**src/rtl/decode_unit_pkg.sv**
```systemverilog
// Shared types for the decode stage: RV32I opcodes, instruction classes,
// immediate formats and the skid-buffer state encoding.
package decode_unit_pkg;

  localparam logic [6:0] OPC_LOAD     = 7'b0000011;
  localparam logic [6:0] OPC_MISC_MEM = 7'b0001111;
  localparam logic [6:0] OPC_OP_IMM   = 7'b0010011;
  localparam logic [6:0] OPC_AUIPC    = 7'b0010111;
  localparam logic [6:0] OPC_STORE    = 7'b0100011;
  localparam logic [6:0] OPC_OP       = 7'b0110011;
  localparam logic [6:0] OPC_LUI      = 7'b0110111;
  localparam logic [6:0] OPC_BRANCH   = 7'b1100011;
  localparam logic [6:0] OPC_JALR     = 7'b1100111;
  localparam logic [6:0] OPC_JAL      = 7'b1101111;
  localparam logic [6:0] OPC_SYSTEM   = 7'b1110011;

  typedef enum logic [3:0] {
    CLS_ALU_R   = 4'd0,
    CLS_ALU_I   = 4'd1,
    CLS_LOAD    = 4'd2,
    CLS_STORE   = 4'd3,
    CLS_BRANCH  = 4'd4,
    CLS_JAL     = 4'd5,
    CLS_JALR    = 4'd6,
    CLS_LUI     = 4'd7,
    CLS_AUIPC   = 4'd8,
    CLS_SYSTEM  = 4'd9,
    CLS_FENCE   = 4'd10,
    CLS_ILLEGAL = 4'd11
  } inst_cls_e;

  typedef enum logic [2:0] {
    IMM_I    = 3'd0,
    IMM_S    = 3'd1,
    IMM_B    = 3'd2,
    IMM_U    = 3'd3,
    IMM_J    = 3'd4,
    IMM_NONE = 3'd5
  } imm_fmt_e;

  typedef enum logic [1:0] {
    ST_EMPTY = 2'd0,
    ST_HOLD  = 2'd1,
    ST_FULL  = 2'd2
  } dec_state_e;

  // The full 7-bit opcode is matched, so inst[1:0] != 2'b11 falls to ILLEGAL.
  function automatic inst_cls_e opc_to_cls(input logic [6:0] opc);
    inst_cls_e cls;
    case (opc)
      OPC_OP:       cls = CLS_ALU_R;
      OPC_OP_IMM:   cls = CLS_ALU_I;
      OPC_LOAD:     cls = CLS_LOAD;
      OPC_STORE:    cls = CLS_STORE;
      OPC_BRANCH:   cls = CLS_BRANCH;
      OPC_JAL:      cls = CLS_JAL;
      OPC_JALR:     cls = CLS_JALR;
      OPC_LUI:      cls = CLS_LUI;
      OPC_AUIPC:    cls = CLS_AUIPC;
      OPC_SYSTEM:   cls = CLS_SYSTEM;
      OPC_MISC_MEM: cls = CLS_FENCE;
      default:      cls = CLS_ILLEGAL;
    endcase
    return cls;
  endfunction

  function automatic imm_fmt_e cls_to_fmt(input inst_cls_e cls);
    imm_fmt_e fmt;
    case (cls)
      CLS_ALU_I, CLS_LOAD, CLS_JALR,
      CLS_SYSTEM, CLS_FENCE:        fmt = IMM_I;
      CLS_STORE:                    fmt = IMM_S;
      CLS_BRANCH:                   fmt = IMM_B;
      CLS_LUI, CLS_AUIPC:           fmt = IMM_U;
      CLS_JAL:                      fmt = IMM_J;
      default:                      fmt = IMM_NONE;
    endcase
    return fmt;
  endfunction

endpackage

```
**src/rtl/decode_unit_if.sv**
```systemverilog
// Fetch/decode/execute signal bundle for the decode stage.
// slave = decode_unit's view, master = the surrounding pipeline's view.
interface decode_unit_if #(parameter int ADDR_W = 32);
  import decode_unit_pkg::*;

  // Handshake: a beat moves on a rising clk edge where valid and ready are
  // both high. A producer holding valid keeps its payload stable; ready may
  // be anything and is not allowed to depend on valid of the same channel.

  // fetch -> decode
  logic              valid_i;
  logic [31:0]       inst_i;
  logic [ADDR_W-1:0] pc_i;
  logic              pred_taken_i;
  logic              ready_o;

  // same-cycle control-flow hints back to fetch
  logic              jmp_o;
  logic              branch_o;
  logic [ADDR_W-1:0] jmp_target_o;

  // execute -> decode
  logic              jalr_valid_i;
  logic [ADDR_W-1:0] jalr_target_i;
  logic              flush_i;
  logic              ready_i;

  // decode -> execute micro-op bundle
  logic              valid_o;
  logic [3:0]        cls_o;
  logic [4:0]        rd_o;
  logic [4:0]        rs1_o;
  logic [4:0]        rs2_o;
  logic [2:0]        funct3_o;
  logic              funct7b5_o;
  logic [31:0]       imm_o;
  logic [ADDR_W-1:0] pc_o;
  logic              pred_taken_o;
  logic              illegal_o;

  // debug view of the skid-buffer state
  dec_state_e        dbg_state_o;

  modport slave (
    input  valid_i, inst_i, pc_i, pred_taken_i,
    input  jalr_valid_i, jalr_target_i, flush_i, ready_i,
    output ready_o, jmp_o, branch_o, jmp_target_o,
    output valid_o, cls_o, rd_o, rs1_o, rs2_o, funct3_o, funct7b5_o,
    output imm_o, pc_o, pred_taken_o, illegal_o, dbg_state_o
  );

  modport master (
    output valid_i, inst_i, pc_i, pred_taken_i,
    output jalr_valid_i, jalr_target_i, flush_i, ready_i,
    input  ready_o, jmp_o, branch_o, jmp_target_o,
    input  valid_o, cls_o, rd_o, rs1_o, rs2_o, funct3_o, funct7b5_o,
    input  imm_o, pc_o, pred_taken_o, illegal_o, dbg_state_o
  );

endinterface

```
**src/rtl/decode_unit_imm_gen.sv**
```systemverilog
// Combinational RV32I immediate generator; every format sign-extends from
// inst[31], and IMM_NONE yields zero.
module imm_gen_sbm
  import decode_unit_pkg::*;
(
  input  logic [31:0] inst_i,
  input  imm_fmt_e    fmt_i,
  output logic [31:0] imm_o
);

  always_comb begin
    imm_o = '0;
    case (fmt_i)
      IMM_I: imm_o = {{20{inst_i[31]}}, inst_i[31:20]};
      IMM_S: imm_o = {{20{inst_i[31]}}, inst_i[31:25], inst_i[11:7]};
      IMM_B: imm_o = {{19{inst_i[31]}}, inst_i[31], inst_i[7],
                      inst_i[30:25], inst_i[11:8], 1'b0};
      IMM_U: imm_o = {inst_i[31:12], 12'h000};
      IMM_J: imm_o = {{11{inst_i[31]}}, inst_i[31], inst_i[19:12],
                      inst_i[20], inst_i[30:21], 1'b0};
      default: imm_o = '0;
    endcase
  end

endmodule

```
**src/rtl/decode_unit.sv**
```systemverilog
// RV32I decode stage: combinational decode into a registered micro-op bundle
// behind a one-entry skid buffer, plus unregistered control-flow hints.
module decode_unit
  import decode_unit_pkg::*;
#(
  parameter int ADDR_W = 32
) (
  input logic          clk,
  input logic          rst_n,
  decode_unit_if.slave bus
);

  typedef struct packed {
    inst_cls_e         cls;
    logic [4:0]        rd;
    logic [4:0]        rs1;
    logic [4:0]        rs2;
    logic [2:0]        funct3;
    logic              funct7b5;
    logic [31:0]       imm;
    logic [ADDR_W-1:0] pc;
    logic              pred_taken;
    logic              illegal;
  } bundle_t;

  // ---------------------------------------------------------------- decode
  inst_cls_e   dec_cls;
  imm_fmt_e    dec_fmt;
  logic [31:0] dec_imm;
  bundle_t     bundle_d;

  assign dec_cls = opc_to_cls(bus.inst_i[6:0]);
  assign dec_fmt = cls_to_fmt(dec_cls);

  imm_gen_sbm u_imm_gen (
    .inst_i (bus.inst_i),
    .fmt_i  (dec_fmt),
    .imm_o  (dec_imm)
  );

  always_comb begin
    bundle_d            = '0;
    bundle_d.cls        = dec_cls;
    bundle_d.illegal    = (dec_cls == CLS_ILLEGAL);
    bundle_d.rd         = bundle_d.illegal ? 5'd0 : bus.inst_i[11:7];
    bundle_d.rs1        = bus.inst_i[19:15];
    bundle_d.rs2        = bus.inst_i[24:20];
    bundle_d.funct3     = bus.inst_i[14:12];
    bundle_d.funct7b5   = bus.inst_i[30];
    bundle_d.imm        = dec_imm;
    bundle_d.pc         = bus.pc_i;
    bundle_d.pred_taken = bus.pred_taken_i;
  end

  // ----------------------------------------------------------------- hints
  // Separate J/B immediates so the bundle's generator stays off the
  // fetch-redirect path; sums wrap modulo 2^ADDR_W.
  logic [31:0]       hint_imm_j;
  logic [31:0]       hint_imm_b;
  logic [ADDR_W-1:0] jal_target;
  logic [ADDR_W-1:0] br_target;

  assign hint_imm_j = {{12{bus.inst_i[31]}}, bus.inst_i[19:12], bus.inst_i[20],
                       bus.inst_i[30:21], 1'b0};
  assign hint_imm_b = {{20{bus.inst_i[31]}}, bus.inst_i[7], bus.inst_i[30:25],
                       bus.inst_i[11:8], 1'b0};
  assign jal_target = bus.pc_i + ADDR_W'($signed(hint_imm_j));
  assign br_target  = bus.pc_i + ADDR_W'($signed(hint_imm_b));

  always_comb begin
    bus.jmp_o        = 1'b0;
    bus.branch_o     = 1'b0;
    bus.jmp_target_o = '0;
    if (bus.jalr_valid_i) begin
      bus.jmp_o        = 1'b1;
      bus.jmp_target_o = bus.jalr_target_i;
    end else if (bus.valid_i) begin
      if (dec_cls == CLS_JAL) begin
        bus.jmp_o        = 1'b1;
        bus.jmp_target_o = jal_target;
      end else if (dec_cls == CLS_BRANCH) begin
        bus.branch_o     = 1'b1;
        bus.jmp_target_o = br_target;
      end
    end
  end

  // ---------------------------------------------------------- skid buffer
  dec_state_e state_q;
  logic       valid_q;
  logic       ready_q;
  bundle_t    out_q;
  bundle_t    skid_q;
  logic       in_xfer;
  logic       out_xfer;

  assign in_xfer  = bus.valid_i & ready_q;
  assign out_xfer = valid_q & bus.ready_i;

  always_ff @(posedge clk) begin
    if (!rst_n) begin
      state_q <= ST_EMPTY;
      valid_q <= 1'b0;
      ready_q <= 1'b1;
      out_q   <= '0;
      skid_q  <= '0;
    end else if (bus.flush_i) begin
      // Bundle contents are left stale; only the valids matter downstream.
      state_q <= ST_EMPTY;
      valid_q <= 1'b0;
      ready_q <= 1'b1;
    end else begin
      case (state_q)
        ST_EMPTY: begin
          if (in_xfer) begin
            out_q   <= bundle_d;
            valid_q <= 1'b1;
            state_q <= ST_HOLD;
          end
        end
        ST_HOLD: begin
          if (in_xfer && out_xfer) begin
            out_q   <= bundle_d;
          end else if (in_xfer) begin
            skid_q  <= bundle_d;
            ready_q <= 1'b0;
            state_q <= ST_FULL;
          end else if (out_xfer) begin
            valid_q <= 1'b0;
            state_q <= ST_EMPTY;
          end
        end
        ST_FULL: begin
          if (out_xfer) begin
            out_q   <= skid_q;
            ready_q <= 1'b1;
            state_q <= ST_HOLD;
          end
        end
        default: begin
          state_q <= ST_EMPTY;
          valid_q <= 1'b0;
          ready_q <= 1'b1;
        end
      endcase
    end
  end

  assign bus.ready_o      = ready_q;
  assign bus.valid_o      = valid_q;
  assign bus.cls_o        = out_q.cls;
  assign bus.rd_o         = out_q.rd;
  assign bus.rs1_o        = out_q.rs1;
  assign bus.rs2_o        = out_q.rs2;
  assign bus.funct3_o     = out_q.funct3;
  assign bus.funct7b5_o   = out_q.funct7b5;
  assign bus.imm_o        = out_q.imm;
  assign bus.pc_o         = out_q.pc;
  assign bus.pred_taken_o = out_q.pred_taken;
  assign bus.illegal_o    = out_q.illegal;
  assign bus.dbg_state_o  = state_q;

endmodule
```
**src/flat_wrapper.sv**
```systemverilog
// flat-port wrapper written by rule: the top's interface ports become plain ports
module decode_unit_flat import decode_unit_pkg::*;
#(
  parameter int ADDR_W = 32
)
  (clk, rst_n, bus_valid_i, bus_inst_i, bus_pc_i, bus_pred_taken_i, bus_jalr_valid_i, bus_jalr_target_i, bus_flush_i, bus_ready_i, bus_ready_o, bus_jmp_o, bus_branch_o, bus_jmp_target_o, bus_valid_o, bus_cls_o, bus_rd_o, bus_rs1_o, bus_rs2_o, bus_funct3_o, bus_funct7b5_o, bus_imm_o, bus_pc_o, bus_pred_taken_o, bus_illegal_o, bus_dbg_state_o);
  decode_unit_if #(.ADDR_W(ADDR_W)) bus_i ();
  input logic clk;
  input logic rst_n;
  input wire logic [$bits(bus_i.valid_i)-1:0] bus_valid_i;
  input wire logic [$bits(bus_i.inst_i)-1:0] bus_inst_i;
  input wire logic [$bits(bus_i.pc_i)-1:0] bus_pc_i;
  input wire logic [$bits(bus_i.pred_taken_i)-1:0] bus_pred_taken_i;
  input wire logic [$bits(bus_i.jalr_valid_i)-1:0] bus_jalr_valid_i;
  input wire logic [$bits(bus_i.jalr_target_i)-1:0] bus_jalr_target_i;
  input wire logic [$bits(bus_i.flush_i)-1:0] bus_flush_i;
  input wire logic [$bits(bus_i.ready_i)-1:0] bus_ready_i;
  output wire logic [$bits(bus_i.ready_o)-1:0] bus_ready_o;
  output wire logic [$bits(bus_i.jmp_o)-1:0] bus_jmp_o;
  output wire logic [$bits(bus_i.branch_o)-1:0] bus_branch_o;
  output wire logic [$bits(bus_i.jmp_target_o)-1:0] bus_jmp_target_o;
  output wire logic [$bits(bus_i.valid_o)-1:0] bus_valid_o;
  output wire logic [$bits(bus_i.cls_o)-1:0] bus_cls_o;
  output wire logic [$bits(bus_i.rd_o)-1:0] bus_rd_o;
  output wire logic [$bits(bus_i.rs1_o)-1:0] bus_rs1_o;
  output wire logic [$bits(bus_i.rs2_o)-1:0] bus_rs2_o;
  output wire logic [$bits(bus_i.funct3_o)-1:0] bus_funct3_o;
  output wire logic [$bits(bus_i.funct7b5_o)-1:0] bus_funct7b5_o;
  output wire logic [$bits(bus_i.imm_o)-1:0] bus_imm_o;
  output wire logic [$bits(bus_i.pc_o)-1:0] bus_pc_o;
  output wire logic [$bits(bus_i.pred_taken_o)-1:0] bus_pred_taken_o;
  output wire logic [$bits(bus_i.illegal_o)-1:0] bus_illegal_o;
  output wire logic [$bits(bus_i.dbg_state_o)-1:0] bus_dbg_state_o;
  assign bus_i.valid_i = bus_valid_i;
  assign bus_i.inst_i = bus_inst_i;
  assign bus_i.pc_i = bus_pc_i;
  assign bus_i.pred_taken_i = bus_pred_taken_i;
  assign bus_i.jalr_valid_i = bus_jalr_valid_i;
  assign bus_i.jalr_target_i = bus_jalr_target_i;
  assign bus_i.flush_i = bus_flush_i;
  assign bus_i.ready_i = bus_ready_i;
  assign bus_ready_o = bus_i.ready_o;
  assign bus_jmp_o = bus_i.jmp_o;
  assign bus_branch_o = bus_i.branch_o;
  assign bus_jmp_target_o = bus_i.jmp_target_o;
  assign bus_valid_o = bus_i.valid_o;
  assign bus_cls_o = bus_i.cls_o;
  assign bus_rd_o = bus_i.rd_o;
  assign bus_rs1_o = bus_i.rs1_o;
  assign bus_rs2_o = bus_i.rs2_o;
  assign bus_funct3_o = bus_i.funct3_o;
  assign bus_funct7b5_o = bus_i.funct7b5_o;
  assign bus_imm_o = bus_i.imm_o;
  assign bus_pc_o = bus_i.pc_o;
  assign bus_pred_taken_o = bus_i.pred_taken_o;
  assign bus_illegal_o = bus_i.illegal_o;
  assign bus_dbg_state_o = bus_i.dbg_state_o;
  decode_unit #(.ADDR_W(ADDR_W)) u_core (.clk(clk), .rst_n(rst_n), .bus(bus_i));
endmodule
```
**config.mk**
```make
export PLATFORM = sky130hd
export DESIGN_NAME = decode_unit_flat
export DESIGN_NICKNAME = d
export VERILOG_FILES = /design/src/rtl/decode_unit_pkg.sv /design/src/rtl/decode_unit_if.sv /design/src/rtl/decode_unit_imm_gen.sv /design/src/rtl/decode_unit.sv /design/src/flat_wrapper.sv
export SDC_FILE = /design/constraint.sdc
export NUM_CORES = 1
export LEC_CHECK = 0
export ABC_AREA = 1
export CAP_MARGIN = 40
export CORE_ASPECT_RATIO = 2
export CORE_MARGIN = 8
export CORE_UTILIZATION = 45
export CTS_CLUSTER_SIZE = 40
export DETAILED_ROUTE_END_ITERATION = 16
export PLACE_DENSITY = 0.83
export SLEW_MARGIN = 20
export SYNTH_ARGS = -nofsm -noshare
export SYNTH_HDL_FRONTEND = slang
export SYNTH_HIERARCHICAL = 1
export SYNTH_SLANG_ARGS = --single-unit
```
**constraint.sdc**
```tcl
create_clock -name clk -period 7.1 [get_ports clk]
set_clock_uncertainty 0.1 [all_clocks]
set_input_delay 1.42 -clock clk [delete_from_list [all_inputs] [get_ports clk]]
set_output_delay 1.42 -clock clk [all_outputs]
set_load 0.005 [all_outputs]
```
; ---- Word level (Yosys, flattened, before mapping)
; Memories as Yosys holds them, arrays and structs flattened.
; Index checks and enable logic that the tools add are counted.
[totals]
register_bits = 182
input_bits = 103
output_inout_bits = 127
mem_bits_ro = 48
elab_cells = 104
mem_count = 1
[mem_list]
columns = memory, depth, word_bits, read_ports, rd_ports_with_merged_regs, wr, line
row1 = (name not given), 16, 3, 1, 0, 0, decode_unit_pkg.sv:69  ; case (cls)
[classes]
reduce_logical = 10
bitwise_logic = 7
n_addsub = 2
n_eq_ne = 28
mux = 33
[ops]
columns = operator, count
row1 = $mux 89, 3
row2 = $pmux 89 s3, 1
row3 = $pmux 32 s5, 1
row4 = $mux 32, 4
row5 = $add 32x32->32, 2
row6 = $pmux 4 s11, 1
row7 = $eq 7x7->1 const B, 4
row8 = $eq 7x6->1 const B, 3
row9 = $eq 7x5->1 const B, 2
row10 = $mux 1, 14
row11 = $reduce_and 4->1, 3
row12 = $mux 2, 5
row13 = $ne 2x1->1 const B, 5
row14 = $reduce_and 5->1, 2
row15 = $eq 4x3->1 const B, 2
row16 = $eq 7x2->1 const B, 1
row17 = $eq 7x4->1 const B, 1
row18 = $eq 3x2->1 const B, 2
row19 = $pmux 1 s3, 2
row20 = $pmux 2 s3, 1
row21 = $mux 5, 1
row22 = $not 1->1, 5
row23 = $eq 4x4->1 const B, 1
row24 = $ne 2x2->1 const B, 2
row25 = 11 further kinds, 12

; ---- Longest topological paths before layout
; Gate-level depths: netlist (run 1).
[depth]
ltp_word = 7
mapped_depth = 20
ltp_nobuf = 19

; ---- Hierarchy
; The synthesis (run 1) kept the hierarchy.
[by_module_without_submodules]
columns = mod, area_per_inst_um2, cells_each, seq_area_each_um2, instances
row1 = decode_unit, 11357.1, 1822, 3643.5, 1
row2 = imm_gen_sbm, 594.3, 102, 0.0, 1

; ---- Worst setup path before layout (run 1)
; OpenSTA, ideal clock, no wires.
[synth_path]
kind = input port to output port
startpoint = in bus_inst_i[1]
endpoint = out bus_jmp_target_o[25]
path_slack_ps = 2278
path_stages = 15
required_ps = 5580
t_arrival_ps = 3302
cell_sequence = nand2_1 > inv_2 > nand2_1 > nor2_2 > nand3_2 > nand2_2 > nor2_1 > nand4_1 > nand2_1 > ha_1 > nand2_2 > nor2_2 > buf_2 > nand3_1 > nand3_1
[synth_rtl]
columns = item, line
row1 = start: declaration, flat_wrapper.sv:11  ; input wire logic [$bits(bus_i.inst_i)-1:0] bus_inst_i;
row2 = end: declaration, flat_wrapper.sv:21  ; output wire logic [$bits(bus_i.jmp_target_o)-1:0] bus_jmp_target_o;

; ---- Worst setup path after layout (run 1)
[layout_path]
startpoint = in bus_inst_i[31]
endpoint = out bus_jmp_target_o[26]
[layout_via]
elab_chain_cells = 5
elab_cells_between_ends = 6
cone_classes = add/sub (2) / mux (4)
[layout_lines]
columns = item, line
row1 = $add 32x32->32, decode_unit.sv:68  ; assign br_target = bus.pc_i + ADDR_W'($signed(hint_imm_b));
row2 = $mux 32, decode_unit.sv:81  ; end else if (dec_cls == CLS_BRANCH) begin
row3 = $mux 32 *, decode_unit.sv:78  ; if (dec_cls == CLS_JAL) begin
row4 = $mux 32 *, decode_unit.sv:77  ; end else if (bus.valid_i) begin
row5 = $mux 32 *, decode_unit.sv:74  ; if (bus.jalr_valid_i) begin
; Mark *: on every way between the ends. The rest lies on a longest branch, timed or not.

==> qor.csv, run 1 <==
stage,metric,value,unit
sta,worst slew pin tran,0.782,ns
detailed_routing,1st-iter DRT viols,1366,
worst_setup_path,Critical Path Source Type,primary input,
min_path,hold path depth,2,
min_path,hold path startpoint,u_core/skid_q[45],
synthesis,Syn Std Cell Area,0.0120,mm^2
sta,Finish-stage setup viols,0,
detailed_routing,wire per inst,20.1,um
floorplanning,I/O Pins,230,
clock_network,CTS tree,yes,
placed_design,DP Wirelength,38.0,mm
global_route,vias in the first global route,13300,
floorplanning,site row count,84,
pwr,VDD IR max,0.123,mV
worst_setup_path,Worst setup EP type,output pin,
synthesis,#FFs+latches synth,182,
clock_network,total CTS buffers,17,
final_layout,NumNets Final,2255,
placed_design,GPL Wtd Cong,1.08,
sta,Final Slew Violations,0,
clock_network,Clock Sinks,182,
worst_setup_path,Worst Path Required,5.58,ns
pwr,Tot Pwr,2.82,mW
clock_network,Hold Buf Count CTS,0,
final_layout,P&R area growth vs syn,26.0,%
synthesis,Synth Net Count,2075,
floorplanning,die height,246,um
synthesis,"FFs w/ async S/R, synth",0,%
global_route,first-pass GRT wire length,74.7,mm
global_route,largest net degree at the start of global routing,104,
synthesis,post-synthesis sequential area ratio,30.5,%
global_route,GRT overflow,0,
synthesis,top_reg_cell synth,dfxtp_1,
clock_network,Worst-Skew Late Latency,0.43,ns
worst_setup_path,Worst R2R Start,u_core/bus.dbg_state_o[0],
global_route,Overall Global Routing Usage,29.8,%
floorplanning,Core Area,0.0262,mm^2
placed_design,port buffer count,229,
global_route,initial antenna violation count,0,
min_path,worst hold-check path type,register to register,
synthesis,Cell variety after synth,43,
sta,min cycle time layout,6.47,ns
worst_setup_path,reg2reg path depth,9,
sta,relative slew slack,47.9,%
detailed_routing,DRT Pass-1 Iters,13,
worst_setup_path,crit-path max FO,9,
synthesis,cell count after synthesis,1924,
final_layout,layout cells sized above 1,4.96,%
worst_setup_path,WP data arrival,4.95,ns
synthesis,yosys warns,6,
clock_network,Clock transition at path regs,0.07,ns
sta,final hold vios,0,
sta,Final period util,91.1,%
run,Max-Cap Viols,0,
floorplanning,Starting Density,45.7,%
sta,RSZ-0062 raised after global routing,false,
clock_network,H-tree Lvls,4,
floorplanning,Die W,131,um
clock_network,Post CTS Setup Buffer Count,0,
placed_design,DP Worst Slack,0.646,ns
worst_setup_path,Setup CP Type,primary input to output pin,
clock_network,CTS Buffer Depth,2,
clock_network,clk root buf,clkbuf_16,
clock_network,PostCTS Resize Cnt,0,
min_path,Hold Path Sink,u_core/bus.imm_o[11],
sta,Fin Setup TNS,0,ns
pwr,Leakage,7.00,nW
sta,WHS,0.374,ns
synthesis,Post-synth EDFFs,0,
status,outcome,"finished, final reports clean",
detailed_routing,via count,13800,
detailed_routing,total wire length,49.4,mm
sta,achievable frequency,0.155,GHz
synthesis,Syn Area/Cell,6.21,um^2
final_layout,final std cells w/o fill,2461,
detailed_routing,Post-DRT Antenna Nets,0,
pwr,Cell Pwr Density,188,mW/mm^2
sta,Setup WS post-layout,0.633,ns
final_layout,# diodes,0,
worst_setup_path,r2r setup slk,3.98,ns
detailed_routing,routed vias/inst,5.62,
floorplanning,die area,0.0323,mm^2
worst_setup_path,Crit Reg-Reg Endpoint,u_core/bus.imm_o[0],
placed_design,placed cell count,2426,
detailed_routing,drc violations,0,
[kinds of logic after synthesis]
family	synth area share [%]
simple gates	36.0
compound gates	17.8
buf+inv	9.00
flops	30.5
fa+ha+maj	5.15
xor+xnor	1.54
[metrics by stage]
step	utilization (%)	instance area, um^2
6_report	57.5	15100
5_1_grt	57.5	15100
4_1_cts	57.3	15000
3_5_place_dp	55.0	14400
3_3_place_gp	54.9	14400
2_1_floorplan	-	12000
[how the worst max path moves through the flow]
| stage | startpoint | endpoint | slack, ns | cells past startpoint |
|---|---|---|---|---|
| after floorplan | bus_inst_i[1] | bus_jmp_target_o[25] | 2.28 | 15 |
| after global placement | bus_inst_i[31] | bus_jmp_target_o[26] | 0.58 | 12 |
| after detailed placement | bus_inst_i[31] | bus_jmp_target_o[26] | 0.65 | 12 |
| after CTS | bus_inst_i[31] | bus_jmp_target_o[26] | 0.63 | 12 |
| after global routing | bus_inst_i[31] | bus_jmp_target_o[26] | 0.48 | 12 |
| final | bus_inst_i[31] | bus_jmp_target_o[26] | 0.63 | 12 |
[layer usage]
| layer | vias up | wire, um | global-route usage, % |
|---|---|---|---|
| li1 | 6675 | - | - |
| met1 | 6305 | 16500 | 28.2 |
| met2 | 646 | 25100 | 53.7 |
| met3 | 213 | 3060 | 5.41 |
| met4 | 0 | 4780 | 27.6 |
| met5 | - | 0 | 0 |
[flip-flops by register name, summed over array words and instances (netlist names)]
register / cells
u_core/bus.cls_o: 4
u_core/bus.rd_o: 5
u_core/bus.ready_o: 1
u_core/bus.illegal_o: 1
u_core/bus.rs2_o: 5
u_core/bus.imm_o: 32
u_core/bus.funct7b5_o: 1
u_core/bus.pc_o: 32
u_core/bus.dbg_state_o: 2
u_core/bus.rs1_o: 5
u_core/skid_q: 89
u_core/bus.pred_taken_o: 1
u_core/bus.valid_o: 1
u_core/bus.funct3_o: 3
[critical path: stages]
cell and delay, ns:
clkdlybuf4s50_1 0.72, buf_4 0.31, ha_1 0.44, nand2_1 0.15
nor2_1 0.38, nand2_1 0.19, nor4_1 0.29, nand2_1 0.22
nand3_1 0.11, nand3_1 0.09, nand3_1 0.10, clkdlybuf4s50_1 0.52
[power breakdown]
group / switching (mW) / total, mW / internal, mW
Sequential: 0.0360 / 1.11 / 1.07
Combinational: 0.462 / 0.762 / 0.300
Clock: 0.404 / 0.952 / 0.548
[area by class of cell]
| class | instances | area [um^2] |
|---|---|---|
| multi-input combinational | 1485 | 7240 |
| clock buffer | 22 | 474 |
| timing repair buffer | 253 | 2520 |
| fill | 2521 | 11100 |
| clock inverter | 10 | 123 |
| sequential | 182 | 3640 |
| inverter | 165 | 627 |
| tap | 344 | 430 |
[Yosys cell counts (12+ instances only)]
library cell	count	area (um^2)
nand4_1	32	200
xnor2_1	12	105
nand2_1	563	2110
buf_2	25	125
a31oi_1	79	494
nor2_1	263	987
o21ai_0	162	811
a21oi_1	77	385
inv_1	152	571
clkbuf_1	56	210
dfxtp_1	182	3640
nand3_1	116	581
ha_1	46	576
nor3_1	13	65.1
o21ai_1	43	215
[layout by cell type (no fill, tap or decap), drive strengths merged, types with 3 or more instances in the layout]
cell type      Yosys  layout
ha                46      46
clkbuf            56      23
or2                6       6
o21ai            205     205
inv              163     163
clkdlybuf4s50      0     228
o211ai            12      12
nor2             271     271
a21oi             77      77
nand2            572     572
nor3              15      15
nand3            128     128
o21bai             8       8
a31oi             79      79
clkinv             2       7
xnor2             12      12
xor2               9       9
nand4             32      32
clkinvlp           0       3
buf               36      24
dfxtp            182     182
Power figures use the tool's default switching activity.
==> inputs of run 2 (changes only) <==
ABC_AREA = 0   (was 1)
==> qor.csv, run 2 <==
stage,metric,value,unit,change
synthesis,top_reg_cell synth,dfxtp_1,,unchanged
detailed_routing,total wire length,43.6,mm,was 49.4 mm
final_layout,area occupied by multi-input gates,0.00717,mm^2,was 0.00724 mm^2
status,outcome,"finished, final reports clean",,unchanged
worst_setup_path,Worst setup EP type,output pin,,unchanged
detailed_routing,DRT Pass-1 Iters,8,,was 13
sta,Final period util,95.9,%,was 91.1%
sta,relative slew slack,46.0,%,was 47.9%
synthesis,most common cell in the netlist,nand2_1,,unchanged
placed_design,port buffer count,229,,unchanged
worst_setup_path,crit path capture,bus_jmp_target_o[5],,was bus_jmp_target_o[26]
detailed_routing,drc violations,0,,unchanged
synthesis,synth top area cells,"dfxtp_1, nand2_1, o211a_1",,"was dfxtp_1, nand2_1, nor2_1"
worst_setup_path,Worst Path Required,5.58,ns,about the same
final_layout,final std cells w/o fill,2018,,was 2461
final_layout,"most common cell after layout, fill and taps aside",nand2_1,,unchanged
final_layout,NumNets Final,1818,,was 2255
synthesis,Yosys top cell area share,32.1,%,was 30.5%
sta,achievable frequency,0.147,GHz,was 0.155 GHz
floorplanning,I/O Pins,230,,unchanged
synthesis,Synth top cells by count,"nand2_1, dfxtp_1, nand3_1",,"was nand2_1, nor2_1, dfxtp_1"
clock_network,clk root buf,clkbuf_16,,unchanged
final_layout,"Design Area, Final",0.0146,mm^2,was 0.0151 mm^2
worst_setup_path,Setup CP Type,primary input to output pin,,unchanged
global_route,Overall Global Routing Usage,27.7,%,was 29.8%
floorplanning,Core Area,0.0249,mm^2,was 0.0262 mm^2
min_path,worst hold-check path type,register to register,,unchanged
sta,RSZ-0062 raised after global routing,false,,unchanged
worst_setup_path,WP data arrival,5.29,ns,was 4.95 ns
global_route,initial antenna violation count,3,,was 0
global_route,first-pass GRT wire length,65.4,mm,was 74.7 mm
clock_network,Hold Buf Count CTS,0,,unchanged
clock_network,CTS Buffer Depth,2,,unchanged
clock_network,Clock transition at path regs,0.06,ns,was 0.07 ns
worst_setup_path,crit-path cells,clkdlybuf4s50_1 > xor2_1 > o21ai_0 > o21ai_0 > o32a_1 > nor2_1 > ha_1 > nor2b_1 > nand2_1 > inv_2 > buf_4 > a22oi_1 > nand2_1 > o21ai_0 > nand2_1 > clkdlybuf4s50_1,,was clkdlybuf4s50_1 > buf_4 > ha_1 > nand2_1 > nor2_1 > nand2_1 > nor4_1 > nand2_1 > nand3_1 > nand3_1 > nand3_1 > clkdlybuf4s50_1
worst_setup_path,crit-path max FO,16,,was 9
synthesis,Cell variety after synth,72,,was 43
placed_design,DP Wirelength,32.7,mm,was 38.0 mm
pwr,VDD IR max,0.192,mV,was 0.123 mV
clock_network,Post CTS Setup Buffer Count,0,,unchanged
worst_setup_path,worst path bufs/invs,4,,was 3
final_layout,max FFs per register,89,,unchanged
global_route,largest net degree at the start of global routing,129,,was 104
detailed_routing,via count,12000,,was 13800
floorplanning,Starting Density,45.6,%,was 45.7%
synthesis,"FFs w/ async S/R, synth",0,%,unchanged
worst_setup_path,reg2reg path depth,7,,was 9
sta,Finish-stage setup viols,0,,unchanged
detailed_routing,Post-DRT Antenna Nets,0,,unchanged
detailed_routing,1st-iter DRT viols,1296,,was 1366
clock_network,CTS tree,yes,,unchanged
worst_setup_path,max incr delay on CP,0.54,ns,was 0.72 ns
placed_design,placed cell count,1983,,was 2426
sta,Fin Setup TNS,0,ns,unchanged
clock_network,Worst-Skew Late Latency,0.44,ns,was 0.43 ns
sta,Final Slew Violations,0,,unchanged
worst_setup_path,Crit path max-delay family,buffers and inverters,,unchanged
floorplanning,die height,241,um,was 246 um
final_layout,sequential cell area,0.00364,mm^2,unchanged
pwr,Leakage,6.34,nW,was 7.00 nW
final_layout,most frequent cells in the layout,"nand2_1, clkdlybuf4s50_1, dfxtp_1, nand3_1, o211a_1",,"was nand2_1, nor2_1, clkdlybuf4s50_1, dfxtp_1, o21ai_0"
worst_setup_path,r2r setup slk,4.43,ns,was 3.98 ns
sta,WHS,0.365,ns,was 0.374 ns
global_route,vias in the first global route,11800,,was 13300
worst_setup_path,Worst R2R Start,u_core/bus.ready_o,,was u_core/bus.dbg_state_o[0]
worst_setup_path,Crit Reg-Reg Endpoint,u_core/bus.imm_o[15],,was u_core/bus.imm_o[0]
synthesis,post-synthesis sequential area ratio,32.1,%,was 30.5%
final_layout,# fillers,2235,,was 2521
synthesis,Synth Net Count,1652,,was 2075
placed_design,placed instance area,0.0139,mm^2,was 0.0144 mm^2
sta,final hold vios,0,,unchanged
detailed_routing,wire per inst,21.6,um,was 20.1 um
global_route,GRT overflow,0,,unchanged
final_layout,Largest Register,u_core/skid_q,,unchanged
synthesis,#FFs+latches synth,182,,unchanged
floorplanning,die area,0.0309,mm^2,was 0.0323 mm^2
final_layout,P&R area growth vs syn,28.3,%,was 26.0%
worst_setup_path,CP Launch Point,bus_inst_i[2],,was bus_inst_i[31]
detailed_routing,routed vias/inst,5.97,,was 5.62
floorplanning,site row count,82,,was 84
clock_network,total CTS buffers,17,,unchanged
synthesis,yosys warns,6,,unchanged
synthesis,cell count after synthesis,1501,,was 1924
synthesis,Post-synth EDFFs,0,,unchanged
synthesis,Syn Std Cell Area,0.0114,mm^2,was 0.0120 mm^2
placed_design,GPL Wtd Cong,1.02,,was 1.08
worst_setup_path,slowest CP cell,clkdlybuf4s50_1,,unchanged
final_layout,layout cells sized above 1,5.36,%,was 4.96%
worst_setup_path,Crit path depth,16,,was 12
worst_setup_path,Critical Path Source Type,primary input,,unchanged
clock_network,PostCTS Resize Cnt,0,,unchanged
synthesis,Yosys top cell by area,dfxtp_1,,unchanged
clock_network,H-tree Lvls,4,,unchanged
sta,min cycle time layout,6.81,ns,was 6.47 ns
synthesis,Syn Area/Cell,7.57,um^2,was 6.21 um^2
pwr,Cell Pwr Density,190,mW/mm^2,was 188 mW/mm^2
clock_network,Clock Sinks,182,,unchanged
run,Max-Cap Viols,0,,unchanged
floorplanning,Die W,128,um,was 131 um
sta,worst slew pin tran,0.810,ns,was 0.782 ns
==> run 2: cell count changes after synthesis, moves of 28 or more <==
cell	previous run	this run
inv_1	152	23
nor2_1	263	33
o21ai_0	162	44
clkbuf_1	56	96
a21boi_0	1	86
nand2_1	563	424
o211a_1	0	90
a31oi_1	79	4
nand4_1	32	4
o21ai_1	43	9
==> run 2: area by class of cell <==
type / count / share of cell area [%]
Clock buffer: 18 / 2.95
Sequential cell: 182 / 25.0
Clock inverter: 14 / 1.17
Multi-Input combinational cell: 1175 / 49.2
Tap cell: 336 / 2.89
Inverter: 24 / 0.618
Antenna cell: 2 / 0.0343
Timing Repair Buffer: 267 / 18.2
==> run 2: worst min path at each step <==
stage                       from           endpoint  slack (ns)  depth (start not counted)
4_1_cts        u_core/skid_q[12]  u_core/skid_q[12]        0.37                          2
3_3_place_gp   u_core/skid_q[34]  u_core/skid_q[34]        0.35                          2
3_5_place_dp   u_core/skid_q[51]  u_core/skid_q[51]        0.36                          2
5_1_grt         u_core/skid_q[4]   u_core/skid_q[4]        0.38                          2
2_1_floorplan  u_core/skid_q[76]  u_core/skid_q[76]        0.34                          2
6_report       u_core/skid_q[53]  u_core/skid_q[53]        0.36                          2
==> run 2: per-layer routing <==
metal  global-route usage [%]  share of wire, %  vias to the layer above
met1                     27.3                35                     5726
li1                         -                 -                     5629
met4                     22.3               7.8                        4
met3                     4.36               5.3                      159
met5                        0             0.062                        -
met2                     50.2                52                      529
==> run 2: worst register-to-register path, cell delays in order, from the launching register on <==
cell and delay [ns]:
dfxtp_1 0.40, nand2_1 0.14, nor2_1 0.21, a21oi_1 0.14
nor2_4 0.52, buf_12 0.46, nand3_1 0.41, o211a_1 0.20
==> run 2: metrics by stage <==
step	total power, mW	setup WS, ns	utilization, %
6_report	2.76	0.288	58.4
3_5_place_dp	1.80	0.468	55.9
2_1_floorplan	1.47	1.78	-
3_3_place_gp	1.79	0.495	55.7
4_1_cts	2.77	0.440	58.3
5_1_grt	2.86	0.0794	58.4
==> run 2: power breakdown <==
part	total, mW	internal, mW	switching [mW]	leakage (nW)
clock network	0.972	0.530	0.442	0.289
registers	1.09	1.06	0.0261	1.48
logic	0.700	0.322	0.378	4.57
==> run 2: logic make-up after synthesis <==
group | share of synthesized area (%)
mux | 1.69
flops | 32.1
buf+inv | 5.10
simple gates | 24.2
fa+ha+maj | 5.52
xor+xnor | 2.47
compound gates | 29.0
==> inputs of run 3 (changes only) <==
CORE_ASPECT_RATIO = unset   (was 2)
==> qor.csv, run 3 (synthesized netlist as in run 2, its figures left out) <==
stage,metric,value,unit,change
final_layout,max FFs per register,89,,unchanged
placed_design,GPL Wtd Cong,0.927,,was 1.02
sta,worst slew pin tran,0.804,ns,was 0.810 ns
detailed_routing,1st-iter DRT viols,1187,,was 1296
worst_setup_path,Setup CP Type,primary input to output pin,,unchanged
final_layout,# fillers,2231,,was 2235
placed_design,placed cell count,1969,,was 1983
worst_setup_path,Worst setup EP type,output pin,,unchanged
sta,Final period util,94.7,%,was 95.9%
clock_network,Hold Buf Count CTS,0,,unchanged
detailed_routing,routed length on met1,16.3,mm,was 15.3 mm
floorplanning,site row count,58,,was 82
clock_network,clk root buf,clkbuf_16,,unchanged
global_route,initial antenna violation count,2,,was 3
detailed_routing,drc violations,0,,unchanged
detailed_routing,WL met3,3.54,mm,was 2.32 mm
sta,min cycle time layout,6.72,ns,was 6.81 ns
status,outcome,"finished, final reports clean",,unchanged
pwr,VDD IR max,0.161,mV,was 0.192 mV
pwr,Leakage,6.33,nW,was 6.34 nW
worst_setup_path,Crit Reg-Reg Endpoint,u_core/bus.imm_o[8],,was u_core/bus.imm_o[15]
sta,final hold vios,0,,unchanged
floorplanning,I/O Pins,230,,unchanged
placed_design,DP Wirelength,28.9,mm,was 32.7 mm
clock_network,total CTS buffers,17,,unchanged
sta,RSZ-0062 raised after global routing,false,,unchanged
sta,achievable frequency,0.149,GHz,was 0.147 GHz
worst_setup_path,WP data arrival,5.20,ns,was 5.29 ns
worst_setup_path,worst path bufs/invs,3,,was 4
placed_design,port buffer count,229,,unchanged
final_layout,P&R area growth vs syn,28.1,%,was 28.3%
final_layout,NumNets Final,1810,,was 1818
worst_setup_path,Worst Path Required,5.58,ns,about the same
floorplanning,Die W,175,um,was 128 um
sta,Finish-stage setup viols,0,,unchanged
pwr,Comb power frac,24.3,%,was 25.3%
global_route,GRT overflow,0,,unchanged
floorplanning,die height,175,um,was 241 um
final_layout,Largest Register,u_core/skid_q,,unchanged
sta,Fin Setup TNS,0,ns,unchanged
worst_setup_path,r2r setup slk,4.39,ns,was 4.43 ns
clock_network,H-tree Lvls,4,,unchanged
worst_setup_path,CP Launch Point,bus_inst_i[3],,was bus_inst_i[2]
worst_setup_path,crit-path max FO,19,,was 16
pwr,Sw Pwr,0.832,mW,was 0.846 mW
final_layout,sequential cell area,0.00364,mm^2,unchanged
run,Max-Cap Viols,0,,unchanged
detailed_routing,total wire length,39.4,mm,was 43.6 mm
global_route,vias in the first global route,11400,,was 11800
global_route,first-pass GRT wire length,61.4,mm,was 65.4 mm
clock_network,PostCTS Resize Cnt,0,,unchanged
final_layout,final std cells w/o fill,2004,,was 2018
clock_network,Clock transition at path regs,0.08,ns,was 0.06 ns
detailed_routing,via count,11800,,was 12000
clock_network,Clock Sinks,182,,unchanged
detailed_routing,metal2 WL,18.4,mm,was 22.6 mm
worst_setup_path,max incr delay on CP,0.53,ns,was 0.54 ns
floorplanning,die area,0.0306,mm^2,was 0.0309 mm^2
detailed_routing,routed vias/inst,5.87,,was 5.97
pwr,Flop pwr share,39.6,%,was 39.5%
pwr,Cell Pwr Density,189,mW/mm^2,was 190 mW/mm^2
clock_network,Post CTS Setup Buffer Count,0,,unchanged
final_layout,"most common cell after layout, fill and taps aside",nand2_1,,unchanged
floorplanning,Starting Density,45.5,%,was 45.6%
min_path,worst hold-check path type,register to register,,unchanged
clock_network,CTS tree,yes,,unchanged
worst_setup_path,Worst R2R Start,u_core/bus.dbg_state_o[1],,was u_core/bus.ready_o
final_layout,area occupied by multi-input gates,0.00717,mm^2,unchanged
global_route,largest net degree at the start of global routing,82,,was 129
detailed_routing,Highest Signal Layer,met4,,was met5
detailed_routing,DRT Pass-1 Iters,6,,was 8
worst_setup_path,Crit path max-delay family,simple AND/OR/NAND/NOR gates,,was buffers and inverters
worst_setup_path,crit-path cells,clkdlybuf4s50_1 > nand2b_1 > o21ai_0 > o21ai_0 > o32a_1 > nor2_1 > ha_1 > nor2b_1 > nand2_1 > buf_4 > nor3_1 > or3_1 > o2111ai_1 > o211ai_1 > clkdlybuf4s50_1,,was clkdlybuf4s50_1 > xor2_1 > o21ai_0 > o21ai_0 > o32a_1 > nor2_1 > ha_1 > nor2b_1 > nand2_1 > inv_2 > buf_4 > a22oi_1 > nand2_1 > o21ai_0 > nand2_1 > clkdlybuf4s50_1
global_route,Overall Global Routing Usage,24.5,%,was 27.7%
sta,Final Slew Violations,0,,unchanged
floorplanning,Core Area,0.0250,mm^2,was 0.0249 mm^2
final_layout,layout cells sized above 1,4.96,%,was 5.36%
worst_setup_path,Crit path depth,15,,was 16
detailed_routing,wire per inst,19.7,um,was 21.6 um
sta,relative slew slack,46.4,%,was 46.0%
worst_setup_path,slowest CP cell,clkdlybuf4s50_1,,unchanged
pwr,switching portion of total power,30.2,%,was 30.6%
worst_setup_path,Critical Path Source Type,primary input,,unchanged
worst_setup_path,reg2reg path depth,8,,was 7
detailed_routing,Post-DRT Antenna Nets,0,,unchanged
pwr,internal power,1.92,mW,about the same
final_layout,most frequent cells in the layout,"nand2_1, clkdlybuf4s50_1, dfxtp_1, nand3_1, o211a_1",,unchanged
pwr,clock power share,36.1,%,was 35.2%
worst_setup_path,crit path capture,bus_jmp_target_o[24],,was bus_jmp_target_o[5]
clock_network,Worst-Skew Late Latency,0.44,ns,about the same
pwr,Tot Pwr,2.75,mW,was 2.76 mW
clock_network,CTS Buffer Depth,2,,unchanged
## run 3: cell count changes in the layout (fill, tap and decap cells not counted), sizes merged
| cell | change |
|---|---|
| buf | -8 |
| clkbuf | -1 |
| clkinv | -1 |
| clkinvlp | -2 |
| inv | +4 |
## run 3: area by class of cell
type,instances,area share (%)
Inverter,24,0.619
Sequential cell,182,25.0
Clock buffer,17,2.92
Clock inverter,15,1.35
Timing Repair Buffer,259,18.0
Tap cell,330,2.84
Antenna cell,2,0.0344
Multi-Input combinational cell,1175,49.2
## run 3: worst min path at each step
stage	cells after the start	slack, ns	endpoint	startpoint
final	2	0.37	u_core/skid_q[61]	u_core/skid_q[61]
after global routing	2	0.38	u_core/skid_q[3]	u_core/skid_q[3]
after CTS	2	0.37	u_core/skid_q[43]	u_core/skid_q[43]
after detailed placement	2	0.36	u_core/skid_q[43]	u_core/skid_q[43]
after global placement	2	0.35	u_core/skid_q[12]	u_core/skid_q[12]
after floorplan	2	0.34	u_core/skid_q[76]	u_core/skid_q[76]
## run 3: power by group through the flow
| stage | clock network [mW] | registers (mW) | logic [mW] |
|---|---|---|---|
| global route | 1.05 | 1.09 | 0.721 |
| finish | 0.995 | 1.09 | 0.668 |
| CTS | 1.00 | 1.09 | 0.663 |
| floorplan | 0 | 1.11 | 0.362 |
| global placement | 0 | 1.11 | 0.648 |
| detailed placement | 0 | 1.11 | 0.657 |
## run 3: worst register-to-register path, stage by stage, from the launching register on
cell      delay [ns]
dfxtp_1         0.52
nand2b_4        0.40
nor2_1          0.21
a21oi_1         0.10
nor2_4          0.26
buf_12          0.24
buf_4           0.38
nand3_1         0.22
o211a_1         0.17
## run 3: stage by stage
step / utilization (%) / setup WS, ns / area, um^2 / hold WS [ns]
2_1_floorplan: - / 1.78 / 11400 / 0.344
3_3_place_gp: 55.2 / 0.539 / 13800 / 0.351
3_5_place_dp: 55.7 / 0.489 / 13900 / 0.357
4_1_cts: 58.2 / 0.470 / 14500 / 0.367
5_1_grt: 58.3 / 0.162 / 14600 / 0.383
6_report: 58.3 / 0.377 / 14600 / 0.366
## run 3: per-layer routing
| layer | vias to the layer above | GRT usage (%) |
|---|---|---|
| met2 | 514 | 40.3 |
| met5 | - | 0 |
| met1 | 5568 | 29.9 |
| met3 | 69 | 6.91 |
| li1 | 5613 | - |
| met4 | 0 | 9.40 |
